$ cat config.mk
export PLATFORM = sky130hd
export DESIGN_NAME = controle_ciclo_flat
export DESIGN_NICKNAME = d
export VERILOG_FILES = /design/src/rtl/controle_ciclo_if.sv /design/src/rtl/controle_ciclo.sv /design/src/flat_wrapper.sv
export SDC_FILE = /design/constraint.sdc
export NUM_CORES = 1
export LEC_CHECK = 0
export BUFFER_PORTS_ARGS = -buffer_cell sky130_fd_sc_hd__buf_2
export CORE_MARGIN = 2
export CORE_UTILIZATION = 52
export CTS_CLUSTER_SIZE = 16
export DETAILED_ROUTE_END_ITERATION = 8
export PLACE_DENSITY_LB_ADDON = 0.12
export SKIP_CTS_REPAIR_TIMING = 1
export SYNTH_ARGS = -nofsm -noshare
export SYNTH_HDL_FRONTEND = slang
export SYNTH_SLANG_ARGS = --single-unit
$ cat constraint.sdc
create_clock -name clock -period 2.36 [get_ports clock]
set_input_delay 0.236 -clock clock [delete_from_list [all_inputs] [get_ports clock]]
set_output_delay 0.236 -clock clock [all_outputs]
set_load 0.03 [all_outputs]
$ cat src/rtl/controle_ciclo_if.sv
// Control bundle between the cycle controller and the datapath: run-control
// inputs towards the controller, stage strobes and status back out.
interface controle_ciclo_if #(
    parameter int CNT_W = 4
);
    logic             start;
    logic             stall;
    logic             halt_req;
    logic             branch_taken;
    logic             en_fetch;
    logic             en_decode;
    logic             en_exec;
    logic             en_mem;
    logic             en_wb;
    logic             pc_sel;
    logic [CNT_W-1:0] cont;
    logic             busy;
    logic             done;
    logic [15:0]      instr_count;

    modport master (
        output start, stall, halt_req, branch_taken,
        input  en_fetch, en_decode, en_exec, en_mem, en_wb,
        input  pc_sel, cont, busy, done, instr_count
    );

    modport slave (
        input  start, stall, halt_req, branch_taken,
        output en_fetch, en_decode, en_exec, en_mem, en_wb,
        output pc_sel, cont, busy, done, instr_count
    );
endinterface

$ cat src/rtl/controle_ciclo.sv
// Central cycle controller: counts the instruction slot, issues one-cycle
// stage strobes, drives the PC mux select and handles stall/halt/counting.
module controle_ciclo #(
    parameter int SLOT_LEN   = 10,
    parameter int CNT_W      = 4,
    parameter int POS_FETCH  = 1,
    parameter int POS_DECODE = 3,
    parameter int POS_EXEC   = 5,
    parameter int POS_MEM    = 7,
    parameter int POS_WB     = 8
) (
    input  logic              clock,
    input  logic              reset,
    controle_ciclo_if.slave   bus
);

    typedef enum logic [1:0] {
        IDLE,
        RUN,
        HALTED
    } state_t;

    localparam logic [CNT_W-1:0] LAST   = CNT_W'(SLOT_LEN - 1);
    localparam logic [CNT_W-1:0] P_FET  = CNT_W'(POS_FETCH);
    localparam logic [CNT_W-1:0] P_DEC  = CNT_W'(POS_DECODE);
    localparam logic [CNT_W-1:0] P_EXE  = CNT_W'(POS_EXEC);
    localparam logic [CNT_W-1:0] P_MEM  = CNT_W'(POS_MEM);
    localparam logic [CNT_W-1:0] P_WB   = CNT_W'(POS_WB);

    generate
        if (!((2 ** CNT_W) >= SLOT_LEN && 0 < POS_FETCH && POS_FETCH < POS_DECODE &&
              POS_DECODE < POS_EXEC && POS_EXEC < POS_MEM && POS_MEM <= POS_WB &&
              POS_WB < SLOT_LEN)) begin : g_bad_params
            $error("controle_ciclo: inconsistent slot length or strobe positions");
        end
    endgenerate

    state_t           state_q, state_d;
    logic [CNT_W-1:0] cont_q, cont_d, cont_inc;
    logic [4:0]       stb_q, stb_d;      // {wb, mem, exec, decode, fetch}
    logic             pc_sel_q, pc_sel_d;
    logic             halt_q, halt_d;
    logic [15:0]      count_q, count_d;

    always_ff @(posedge clock) begin
        if (reset) begin
            state_q  <= IDLE;
            cont_q   <= '0;
            stb_q    <= '0;
            pc_sel_q <= 1'b0;
            halt_q   <= 1'b0;
            count_q  <= '0;
        end else begin
            state_q  <= state_d;
            cont_q   <= cont_d;
            stb_q    <= stb_d;
            pc_sel_q <= pc_sel_d;
            halt_q   <= halt_d;
            count_q  <= count_d;
        end
    end

    always_comb begin
        state_d  = state_q;
        cont_d   = cont_q;
        stb_d    = '0;
        pc_sel_d = pc_sel_q;
        halt_d   = halt_q;
        count_d  = count_q;
        cont_inc = cont_q + CNT_W'(1);

        unique case (state_q)
            IDLE: begin
                if (bus.start) begin
                    state_d = RUN;
                    cont_d  = '0;
                end
            end

            RUN: begin
                if (bus.halt_req) begin
                    halt_d = 1'b1;
                end
                // Branch is captured as the en_exec cycle ends, stalled or not.
                if (stb_q[2]) begin
                    pc_sel_d = bus.branch_taken;
                end
                if (!bus.stall) begin
                    if (cont_q == LAST) begin
                        cont_d   = '0;
                        pc_sel_d = 1'b0;
                        if (count_q != '1) begin
                            count_d = count_q + 16'd1;
                        end
                        if (halt_q || bus.halt_req) begin
                            state_d = HALTED;
                            halt_d  = 1'b0;
                        end
                    end else begin
                        cont_d = cont_inc;
                        stb_d  = {cont_inc == P_WB, cont_inc == P_MEM, cont_inc == P_EXE,
                                  cont_inc == P_DEC, cont_inc == P_FET};
                    end
                end
            end

            HALTED: begin
            end

            default: begin
                state_d = IDLE;
            end
        endcase
    end

    assign bus.cont        = cont_q;
    assign bus.en_fetch    = stb_q[0];
    assign bus.en_decode   = stb_q[1];
    assign bus.en_exec     = stb_q[2];
    assign bus.en_mem      = stb_q[3];
    assign bus.en_wb       = stb_q[4];
    assign bus.pc_sel      = pc_sel_q;
    assign bus.busy        = (state_q == RUN);
    assign bus.done        = (state_q == HALTED);
    assign bus.instr_count = count_q;

endmodule

$ cat src/flat_wrapper.sv
// flat-port wrapper written by rule: the top's interface ports become plain ports
module controle_ciclo_flat 
#(
    parameter int SLOT_LEN   = 10,
    parameter int CNT_W      = 4,
    parameter int POS_FETCH  = 1,
    parameter int POS_DECODE = 3,
    parameter int POS_EXEC   = 5,
    parameter int POS_MEM    = 7,
    parameter int POS_WB     = 8
)
  (clock, reset, bus_start, bus_stall, bus_halt_req, bus_branch_taken, bus_en_fetch, bus_en_decode, bus_en_exec, bus_en_mem, bus_en_wb, bus_pc_sel, bus_cont, bus_busy, bus_done, bus_instr_count);
  controle_ciclo_if #(.CNT_W(CNT_W)) bus_i ();
  input  logic clock;
  input  logic reset;
  input wire logic [$bits(bus_i.start)-1:0] bus_start;
  input wire logic [$bits(bus_i.stall)-1:0] bus_stall;
  input wire logic [$bits(bus_i.halt_req)-1:0] bus_halt_req;
  input wire logic [$bits(bus_i.branch_taken)-1:0] bus_branch_taken;
  output wire logic [$bits(bus_i.en_fetch)-1:0] bus_en_fetch;
  output wire logic [$bits(bus_i.en_decode)-1:0] bus_en_decode;
  output wire logic [$bits(bus_i.en_exec)-1:0] bus_en_exec;
  output wire logic [$bits(bus_i.en_mem)-1:0] bus_en_mem;
  output wire logic [$bits(bus_i.en_wb)-1:0] bus_en_wb;
  output wire logic [$bits(bus_i.pc_sel)-1:0] bus_pc_sel;
  output wire logic [$bits(bus_i.cont)-1:0] bus_cont;
  output wire logic [$bits(bus_i.busy)-1:0] bus_busy;
  output wire logic [$bits(bus_i.done)-1:0] bus_done;
  output wire logic [$bits(bus_i.instr_count)-1:0] bus_instr_count;
  assign bus_i.start = bus_start;
  assign bus_i.stall = bus_stall;
  assign bus_i.halt_req = bus_halt_req;
  assign bus_i.branch_taken = bus_branch_taken;
  assign bus_en_fetch = bus_i.en_fetch;
  assign bus_en_decode = bus_i.en_decode;
  assign bus_en_exec = bus_i.en_exec;
  assign bus_en_mem = bus_i.en_mem;
  assign bus_en_wb = bus_i.en_wb;
  assign bus_pc_sel = bus_i.pc_sel;
  assign bus_cont = bus_i.cont;
  assign bus_busy = bus_i.busy;
  assign bus_done = bus_i.done;
  assign bus_instr_count = bus_i.instr_count;
  controle_ciclo #(.SLOT_LEN(SLOT_LEN), .CNT_W(CNT_W), .POS_FETCH(POS_FETCH), .POS_DECODE(POS_DECODE), .POS_EXEC(POS_EXEC), .POS_MEM(POS_MEM), .POS_WB(POS_WB)) u_core (.clock(clock), .reset(reset), .bus(bus_i));
endmodule
# Yosys cells after proc, flatten, opt, wreduce, memory -nomap -nowiden
# Index checks and enable logic that the tools add are counted.
# classes
addsub	2
eq_ne	13
mux	16
n_bitwise	3
reduce_logical	7
# op_table
cell	n
16-bit by 1-bit adder with 16-bit output (second input constant)	1
16-bit inequality test (second input constant)	1
4-bit 2-to-1 mux	3
4-bit by 3-bit == test with 1-bit output (second input constant)	2
4-bit == test (second input constant)	2
2-bit 2-to-1 mux	4
4-bit case mux with 2 select lines	1
1-bit 2-to-1 mux	7
2-bit case mux with 3 select lines	1
5-bit AND reduction	1
4-bit by 1-bit adder with 4-bit output (second input constant)	1
4-bit by 1-bit == test with 1-bit output (second input constant)	1
4-bit by 2-bit == test with 1-bit output (second input constant)	1
2-bit by 1-bit inequality test with 1-bit output (second input constant)	2
2-bit inequality test (second input constant)	2
4-bit AND reduction	1
4-bit OR reduction	1
1-bit inverter	3
3-bit AND reduction	1
2-bit by 1-bit == test with 1-bit output (second input constant)	1
2-bit == test (second input constant)	1
2-bit zero test	1
2-bit nonzero test	1
1-bit logical OR	1
# totals
ff_bits	29
inputBits	6
word_cells	47

# Depth between registers and ports, before layout
# Gate-level depths: netlist of the first run.
# depth
depth_word	5
mapped_depth	7
depth_no_buf	6

# Least setup slack after synthesis of the first run
# OpenSTA, ideal clock, no wires.
# synth_path
path_kind	reg2reg
startpoint	reg u_core.cont_q[0], in the netlist u_core.bus.cont[0]
endpoint	reg u_core.count_q[11], in the netlist u_core.bus.instr_count[11]
setup_ns	0.070
arrival_ns	2.140
required_ns	2.290
path_slack_ns	0.150
stages_incl_launch_ff	7
n_path_buf	1
synth_period_minus_slack_ns	2.210
cell_sequence	dfxtp_1 ha_1 nand4bb_4 or4_1 buf_2 or4_1 a21oi_1
# synth_via
elab_chain_len	2
# synth_rtl
element	line_no	rtl
start, declared	controle_ciclo.sv:39	logic [CNT_W-1:0] cont_q, cont_d, cont_inc;
start signal, assigned	controle_ciclo.sv:55	cont_q <= cont_d;
4-bit == test	controle_ciclo.sv:89	if (cont_q == LAST) begin
4-bit AND reduction (no source line)	-	
end signal, assigned	controle_ciclo.sv:59	count_q <= count_d;
end, declared	controle_ciclo.sv:43	logic [15:0] count_q, count_d;
# No other way between the ends.
# A chain may end at the register's enable or synchronous reset.

# Worst setup path in the final report of the first run
# layout_path
startpoint	reg u_core.cont_q[1], in the netlist u_core.bus.cont[1]
endpoint	reg u_core.count_q[9], in the netlist u_core.bus.instr_count[9]
# The elaborated chain is that of the path after synthesis.

==> impl_metrics.yaml, run 1 <==
power_and_ir_drop:
  power_switching_mw: 0.213
  comb_power_share_pct: 5.4
  sw_frac_of_total_pct: 25.5
  cellPowerDensity_nw_per_um2: 503
  pwr-share-seq_pct: 59.7
  ir_drop_uv: 382
  leakage_nw: 0.630
  intPower_mw: 0.620
  share_clk_of_total_power_pct: 34.8
worst_setup_path:
  required_ns: 2.63
  endpoint_kind: "flop"
  reg2reg_slack_ns: 0.13
  cp_data_arrival_time_ns: 2.50
  worst-setup-path-type: "reg2reg"
  start_kind: "flop"
  cp_max_fo: 8
layout:
  num-nets-final: 209
  final_cell_mix: "buf_2 (33), dfxtp_1 (29), a21oi_1 (20)"
  synthToLayoutAreaGrowth_pct: 16.5
  utilization_pct: 65.6
  drive_above_1_share_pct: 22.6
  n_antenna_cell: 0
  final_common_cell: "buf_2"
clock_tree:
  cts.sinks: 29
  cts_tree: "built"
  cts_root_buf: "clkbuf_4"
  clk_latency_ns: 0.34
  clockBufferDepth: 2
  h-tree-depth: 2
  path_clk_slew_ns: 0.10
  cts_buffers: 5
yosys:
  synth_area_um2: 1420
  syn_nets: 174
  netlist_instances: 163
  synth-seq-cells: 29
  ys_seq_area_share_pct: 40.9
  avgSynthCellArea_um2: 8.71
  async_flop_share_pct: 0
  synth_edf_count: 0
  synth.distinct_cells: 34
  ys.flop_type: "dfxtp_1"
  yosys_warnings: 0
min_path:
  hold_class: "in2reg"
grt:
  overflow: 0
  grtUsageTotal_pct: 21.5
  grt_pass1_wl_um: 5360
  grt_antenna_before_repair: 0
  grt_max_degree: 26
  grt_pass1_vias: 1271
floorplanning:
  rows: 18
  ios: 34
  coreArea_um2: 2520
  die_w_um: 56.3
  die_h_um: 56.3
  dieArea_um2: 3170
  initial_utilization_pct: 56.3
sta:
  min_period_over_period_pct: 94.5
  hold-worst-slack_ns: 0.146
  tns_ns: 0
  finalSetupViolCount: 0
  skew_ns: 0.0117
  fin_crit_ns: 2.23
  worst_pin_slew_ns: 0.689
  slew_headroom_pct: 54.0
  rsz0062_at_grt: "false"
  drv_slew: 0
  max_freq_mhz: 449
  hold_viol: 0
route:
  drt-wirelength-per-cell_um: 14.1
  drtPass1Iterations: 4
  drcViolationCount: 0
  dr.first_iter.drc_count: 35
  postRouteAntennaNets: 0
  num_vias: 1380
  wl_um: 3230
  vias_per_cell: 6.03
place:
  port_buffers: 33
  hpwl_um: 2310
  gp_congestion: 0.825
run:
  drv_cap: 0
run_status:
  status: "finished clean"
-- power groups by stage --
stage	registers, mW	clock network, mW	logic [mW]
3_5_place_dp	0.509	0	0.0450
4_1_cts	0.497	0.297	0.0452
3_3_place_gp	0.509	0	0.0435
6_report	0.497	0.290	0.0452
2_1_floorplan	0.512	0	0.0274
5_1_grt	0.499	0.313	0.0497
-- metrics by stage --
step | std cells | setup WS (ns) | instance area [um2] | total power, mW
detailed placement | 221 | 0.167 | 1600 | 0.554
floorplan | 163 | 0.150 | 1420 | 0.540
finish | 229 | 0.130 | 1650 | 0.833
global route | 229 | 0.0156 | 1650 | 0.862
global placement | 221 | 0.248 | 1600 | 0.552
CTS | 229 | 0.141 | 1650 | 0.839
-- per-layer routing --
metal / vias up / routed length, um / share of wire [%] / track usage [%]
met4: 0 / 104 / 3.2 / 12.6
met2: 34 / 1550 / 48 / 36.0
met1: 642 / 1450 / 45 / 25.6
met5: - / 0 / 0 / 0
li1: 691 / - / - / -
met3: 13 / 126 / 3.9 / 4.15
-- registers in the layout, indices dropped and copies added, names as in the netlist --
name / flops
u_core.halt_q: 1
u_core.bus.pc_sel: 1
u_core.bus.cont: 4
u_core.bus.instr_count: 16
u_core.stb_q: 5
u_core.state_q: 2
-- synthesized netlist by cell type, drive strengths merged (2+ instances only) --
master | number | share of area [%]
o21ai | 6 | 2.1
or4 | 12 | 6.3
buf | 2 | 1.1
nor3 | 7 | 2.5
nand2 | 7 | 1.9
xor2 | 2 | 1.2
a21oi | 20 | 7.0
or3 | 3 | 1.3
o31ai | 11 | 5.8
nor4 | 2 | 0.88
nand3 | 8 | 2.8
ha | 5 | 4.4
nand4 | 7 | 3.1
clkbuf | 5 | 1.3
nand3b | 2 | 1.1
dfxtp | 29 | 41
nor2 | 13 | 3.4
inv | 6 | 1.6
nand2b | 2 | 0.88
-- worst paths after layout --
path | startpoint | to | depth (start not counted)
max reg2reg | u_core.bus.cont[1] | u_core.bus.instr_count[9] | 6
max | u_core.bus.cont[1] | u_core.bus.instr_count[9] | 6
min reg2reg | u_core.bus.pc_sel | u_core.bus.pc_sel | 2
min | bus_branch_taken | u_core.bus.pc_sel | 3
-- critical path, stage by stage, from the launching register on --
cell and delay (ns):
dfxtp_1 0.37, inv_1 0.10, ha_1 0.23, nand4bb_4 0.16, or4_1 0.67, or4_1 0.45
a21oi_1 0.17
-- logic make-up (layout without fill, tap and decap cells) --
logic type	count (synthesis)	count (layout)	share of synthesized area [%]
flops	29	29	40.9
xor+xnor	3	3	1.85
fa+ha+maj	5	5	4.41
simple gates	71	71	31.1
buf+inv	13	49	4.05
compound gates	42	42	17.7
-- cell type report --
class / instances / area (um2)
clock inverter: 2 / 10.0
tap: 30 / 37.5
clock buffer: 6 / 41.3
multi-input combinational: 121 / 782
fill: 231 / 868
inverter: 6 / 22.5
sequential: 29 / 581
timing repair buffer: 35 / 180
Note: power is estimated with default switching activity, not from simulation.
==> run 2, diff against run 1 <==
Settings changed: CORE_MARGIN 2 to 5, SETUP_SLACK_MARGIN set to 0.4.
==> impl_metrics.yaml, run 2 (synthesis results as in run 1) <==
floorplanning:
  die_h_um: 62.3
  rows: 19
  initial_utilization_pct: 52.9
  coreArea_um2: 2690
  dieArea_um2: 3880
  ios: 34
  die_w_um: 62.3
worst_setup_path:
  reg2reg_slack_ns: 0.48
  worstPathCellList: "inv_4 > ha_4 > nand4bb_4 > or4b_4 > buf_4 > or3_1 > a21oi_1"
  endpoint_kind: "flop"
  worst-setup-path-type: "reg2reg"
  required_ns: 2.62
  crit_cells: 7
  path_delay_family: "simple AND/OR/NAND/NOR gates"
  cp_data_arrival_time_ns: 2.13
  endpoint: "u_core.bus.instr_count[8]"
  critPathSlowestCell: "or4b_4"
  reg2reg_from: "u_core.bus.cont[1]"
  crit_buf_inv: 2
  r2r_end: "u_core.bus.instr_count[8]"
  crit_start: "u_core.bus.cont[1]"
  crit_path_max_incr_delay_ns: 0.52
  start_kind: "flop"
  reg2reg_depth: 7
  cp_max_fo: 5
sta:
  skew_ns: 0.00222
  fin_ws_ns: 0.484
  slew_headroom_pct: 68.2
  rsz0062_at_grt: "false"
  max_freq_mhz: 533
  worst_pin_slew_ns: 0.472
  hold_viol: 0
  tns_ns: 0
  drv_slew: 0
  min_period_over_period_pct: 79.5
  fin_crit_ns: 1.88
  hold-worst-slack_ns: 0.185
  finalSetupViolCount: 0
route:
  dr.first_iter.drc_count: 85
  vias_per_cell: 6.04
  drcViolationCount: 0
  postRouteAntennaNets: 0
  drt-wirelength-per-cell_um: 14.5
  num_vias: 1420
  wl_um: 3410
  drtPass1Iterations: 4
clock_tree:
  h-tree-depth: 2
  path_clk_slew_ns: 0.09
  clk_latency_ns: 0.32
  cts_root_buf: "clkbuf_4"
  clockBufferDepth: 2
  cts.sinks: 29
  cts_tree: "built"
  cts_buffers: 5
layout:
  finalNonFillerCells: 235
  num-nets-final: 214
  drive_above_1_share_pct: 30.9
  n_antenna_cell: 0
  synthToLayoutAreaGrowth_pct: 24.4
  largest_register_ff_count: 16
  final_cell_mix: "buf_2 (33), dfxtp_1 (23), a21oi_1 (19)"
  fill_cells: 233
  final_common_cell: "buf_2"
grt:
  grt_pass1_wl_um: 5840
  grt_pass1_vias: 1328
  overflow: 0
  grtUsageTotal_pct: 17.9
  grt_max_degree: 26
  grt_antenna_before_repair: 0
power_and_ir_drop:
  ir_drop_uv: 385
  intPower_mw: 0.624
  p_total_mw: 0.827
  sw_frac_of_total_pct: 24.5
  pwr-share-seq_pct: 59.8
  comb_power_share_pct: 5.8
  share_clk_of_total_power_pct: 34.4
  cellPowerDensity_nw_per_um2: 468
  power_switching_mw: 0.203
  leakage_nw: 0.676
place:
  port_buffers: 33
  gp_congestion: 0.798
  hpwl_um: 2490
  place_ws_ns: 0.309
  dp_cells: 222
min_path:
  hold_class: "in2reg"
run:
  drv_cap: 0
run_status:
  status: "finished clean"
[run 2: metrics by stage]
step,utilization [%],cell area (um2)
after floorplan,-,1450
after global placement,61.0,1640
after detailed placement,61.0,1640
after CTS,62.8,1690
after global routing,65.8,1770
final,65.8,1770
[run 2: cell type report]
| type | count | area (um2) | share of cell area [%] |
|---|---|---|---|
| Clock buffer | 8 | 48.8 | 2.76 |
| Tap cell | 31 | 38.8 | 2.20 |
| Timing Repair Buffer | 40 | 218 | 12.3 |
| Multi-Input combinational cell | 121 | 838 | 47.5 |
| Sequential cell | 29 | 598 | 33.9 |
| Inverter | 6 | 25.0 | 1.42 |
[run 2: per-layer routing]
metal	up-vias	global-route usage [%]	share of wire, %
met5	-	0	0
met4	0	6.10	1.1
met3	4	6.13	6.0
met2	40	29.0	48
met1	674	22.0	45
li1	702	-	-
[run 2: worst register-to-register path: stages, from the launching register on]
cell	delay (ns)
dfxtp_4	0.37
inv_4	0.07
ha_4	0.15
nand4bb_4	0.14
or4b_4	0.52
buf_4	0.16
or3_1	0.30
a21oi_1	0.12
[run 2: worst min-delay path by stage]
stage	startpoint	to	cells past startpoint
2_1_floorplan	bus_branch_taken	u_core.bus.pc_sel	2
3_3_place_gp	u_core.bus.pc_sel	u_core.bus.pc_sel	2
3_5_place_dp	u_core.bus.pc_sel	u_core.bus.pc_sel	2
4_1_cts	bus_branch_taken	u_core.bus.pc_sel	3
5_1_grt	bus_branch_taken	u_core.bus.pc_sel	3
6_report	bus_branch_taken	u_core.bus.pc_sel	3
[run 2: power groups by stage]
stage / combinational [mW] / clock, mW / sequential [mW]
6_report: 0.0477 / 0.284 / 0.495
5_1_grt: 0.0523 / 0.321 / 0.496
4_1_cts: 0.0460 / 0.288 / 0.495
3_5_place_dp: 0.0458 / 0 / 0.506
3_3_place_gp: 0.0445 / 0 / 0.506
2_1_floorplan: 0.0284 / 0 / 0.510
==> run 3, diff against run 2 <==
Clock period 2.36 ns to 1.83 ns, I/O delays scaled along.
==> impl_metrics.yaml, run 3 (synthesis results as in run 1) <==
floorplanning:
  coreArea_um2: 2690
  die_w_um: 62.3
  ios: 34
  initial_utilization_pct: 52.9
  rows: 19
  dieArea_um2: 3880
  die_h_um: 62.3
power_and_ir_drop:
  share_clk_of_total_power_pct: 43.7
  leakage_nw: 0.799
  sw_frac_of_total_pct: 22.1
  cellPowerDensity_nw_per_um2: 636
  p_total_mw: 1.27
  intPower_mw: 0.986
  comb_power_share_pct: 5.8
  pwr-share-seq_pct: 50.5
  ir_drop_uv: 606
  power_switching_mw: 0.280
layout:
  n_antenna_cell: 0
  drive_above_1_share_pct: 44.9
  utilization_pct: 74.1
  final_cell_mix: "buf_2 (32), a21oi_1 (18), buf_4 (15), dfxtp_2 (15), nor2_1 (13)"
  synthToLayoutAreaGrowth_pct: 40.2
  finalNonFillerCells: 247
  num-nets-final: 226
  final_common_cell: "buf_2"
  fill_cells: 216
  final_area_um2: 1990
  largest_register_ff_count: 16
route:
  wl_um: 3710
  vias_per_cell: 5.96
  drtPass1Iterations: 4
  drcViolationCount: 0
  drt-wirelength-per-cell_um: 15.0
  postRouteAntennaNets: 0
  num_vias: 1473
  dr.first_iter.drc_count: 84
grt:
  overflow: 0
  grt_pass1_vias: 1364
  grt_max_degree: 26
  use_met2_pct: 31.2
  busiest_layer: "met2"
  grt_use_met3_pct: 6.49
  grt_pass1_wl_um: 6000
  grtUsageTotal_pct: 18.9
  use_met1_pct: 21.9
  grt_antenna_before_repair: 0
clock_tree:
  cts_tree: "built"
  h-tree-depth: 2
  path_clk_slew_ns: 0.10
  clockBufferDepth: 2
  clk_latency_ns: 0.33
  cts.sinks: 29
  cts_root_buf: "clkbuf_4"
  cts_buffers: 5
place:
  port_buffers: 33
  hpwl_um: 2550
  dp_cells: 230
  placed_cell_area_um2: 1740
  gp_congestion: 0.815
sta:
  finalSetupViolCount: 2
  hold-worst-slack_ns: 0.112
  drv_slew: 0
  rsz0062_at_grt: "true"
  skew_ns: 0.0106
  max_freq_mhz: 543
  min_period_over_period_pct: 101
  worst_pin_slew_ns: 0.475
  fin_crit_ns: 1.84
  slew_headroom_pct: 68.1
  fin_ws_ns: -0.0133
  hold_viol: 0
worst_setup_path:
  worst-setup-path-type: "reg2reg"
  endpoint_kind: "flop"
  start_kind: "flop"
  cp_data_arrival_time_ns: 2.10
  reg2reg_slack_ns: -0.01
  cp_max_fo: 6
  required_ns: 2.09
run:
  drv_cap: 0
run_status:
  violations: "negative setup slack"
  status: "finished, violations left"
min_path:
  hold_class: "in2reg"
## run 3: cell types whose count changed in the layout (fill, tap and decap cells not counted), moves of 2 or more
cell      previous run  this run
buf_6                0         5
buf_4                7        15
clkbuf_1             3         1
dfxtp_1             23        10
dfxtp_2              2        15
nor3_1               7         5
## run 3: worst max-delay path: stages, from the launching register on
cell and delay (ns):
dfxtp_4 0.39, ha_4 0.13, nand4_1 0.16, or4b_4 0.55, or4_1 0.41, a21oi_1 0.13
## run 3: per-stage QoR
step | setup TNS (ns) | setup slack, ns
5_1_grt | -0.181 | -0.0636
6_report | -0.0214 | -0.0133
3_3_place_gp | 0 | 0.0798
2_1_floorplan | -0.312 | -0.0738
4_1_cts | -0.0224 | -0.0139
3_5_place_dp | 0 | 0.0169
## run 3: final cells by class
class / instances / area, um2 / share of cell area (%)
flip-flops and latches: 29 / 614 / 30.9
repair buffers: 52 / 329 / 16.5
multi-input cells: 121 / 891 / 44.8
well taps: 31 / 38.8 / 1.95
clock inverters: 1 / 30.0 / 1.51
clock buffers: 7 / 55.1 / 2.77
inverters: 6 / 32.5 / 1.63
## run 3: path summary, 6_finish.rpt
check	startpoint	endpoint	cells past startpoint
setup / recovery	u_core.bus.instr_count[1]	u_core.bus.instr_count[10]	5
setup reg to reg	u_core.bus.instr_count[1]	u_core.bus.instr_count[10]	5
hold reg to reg	u_core.bus.pc_sel	u_core.bus.pc_sel	2
hold / removal	bus_branch_taken	u_core.bus.pc_sel	3
## run 3: power groups by stage
stage               combinational (mW)  clock [mW]  sequential, mW
global route                    0.0819       0.599           0.640
floorplan                       0.0384           0           0.657
global placement                0.0628           0           0.652
CTS                             0.0642       0.564           0.638
detailed placement              0.0640           0           0.653
finish                          0.0741       0.553           0.639
## run 3: routing by layer
layer / part of all wire [%] / wire [um]
met4: 2.1 / 77
met3: 5.4 / 201
met1: 42 / 1570
met2: 50 / 1860
met5: 0 / 0
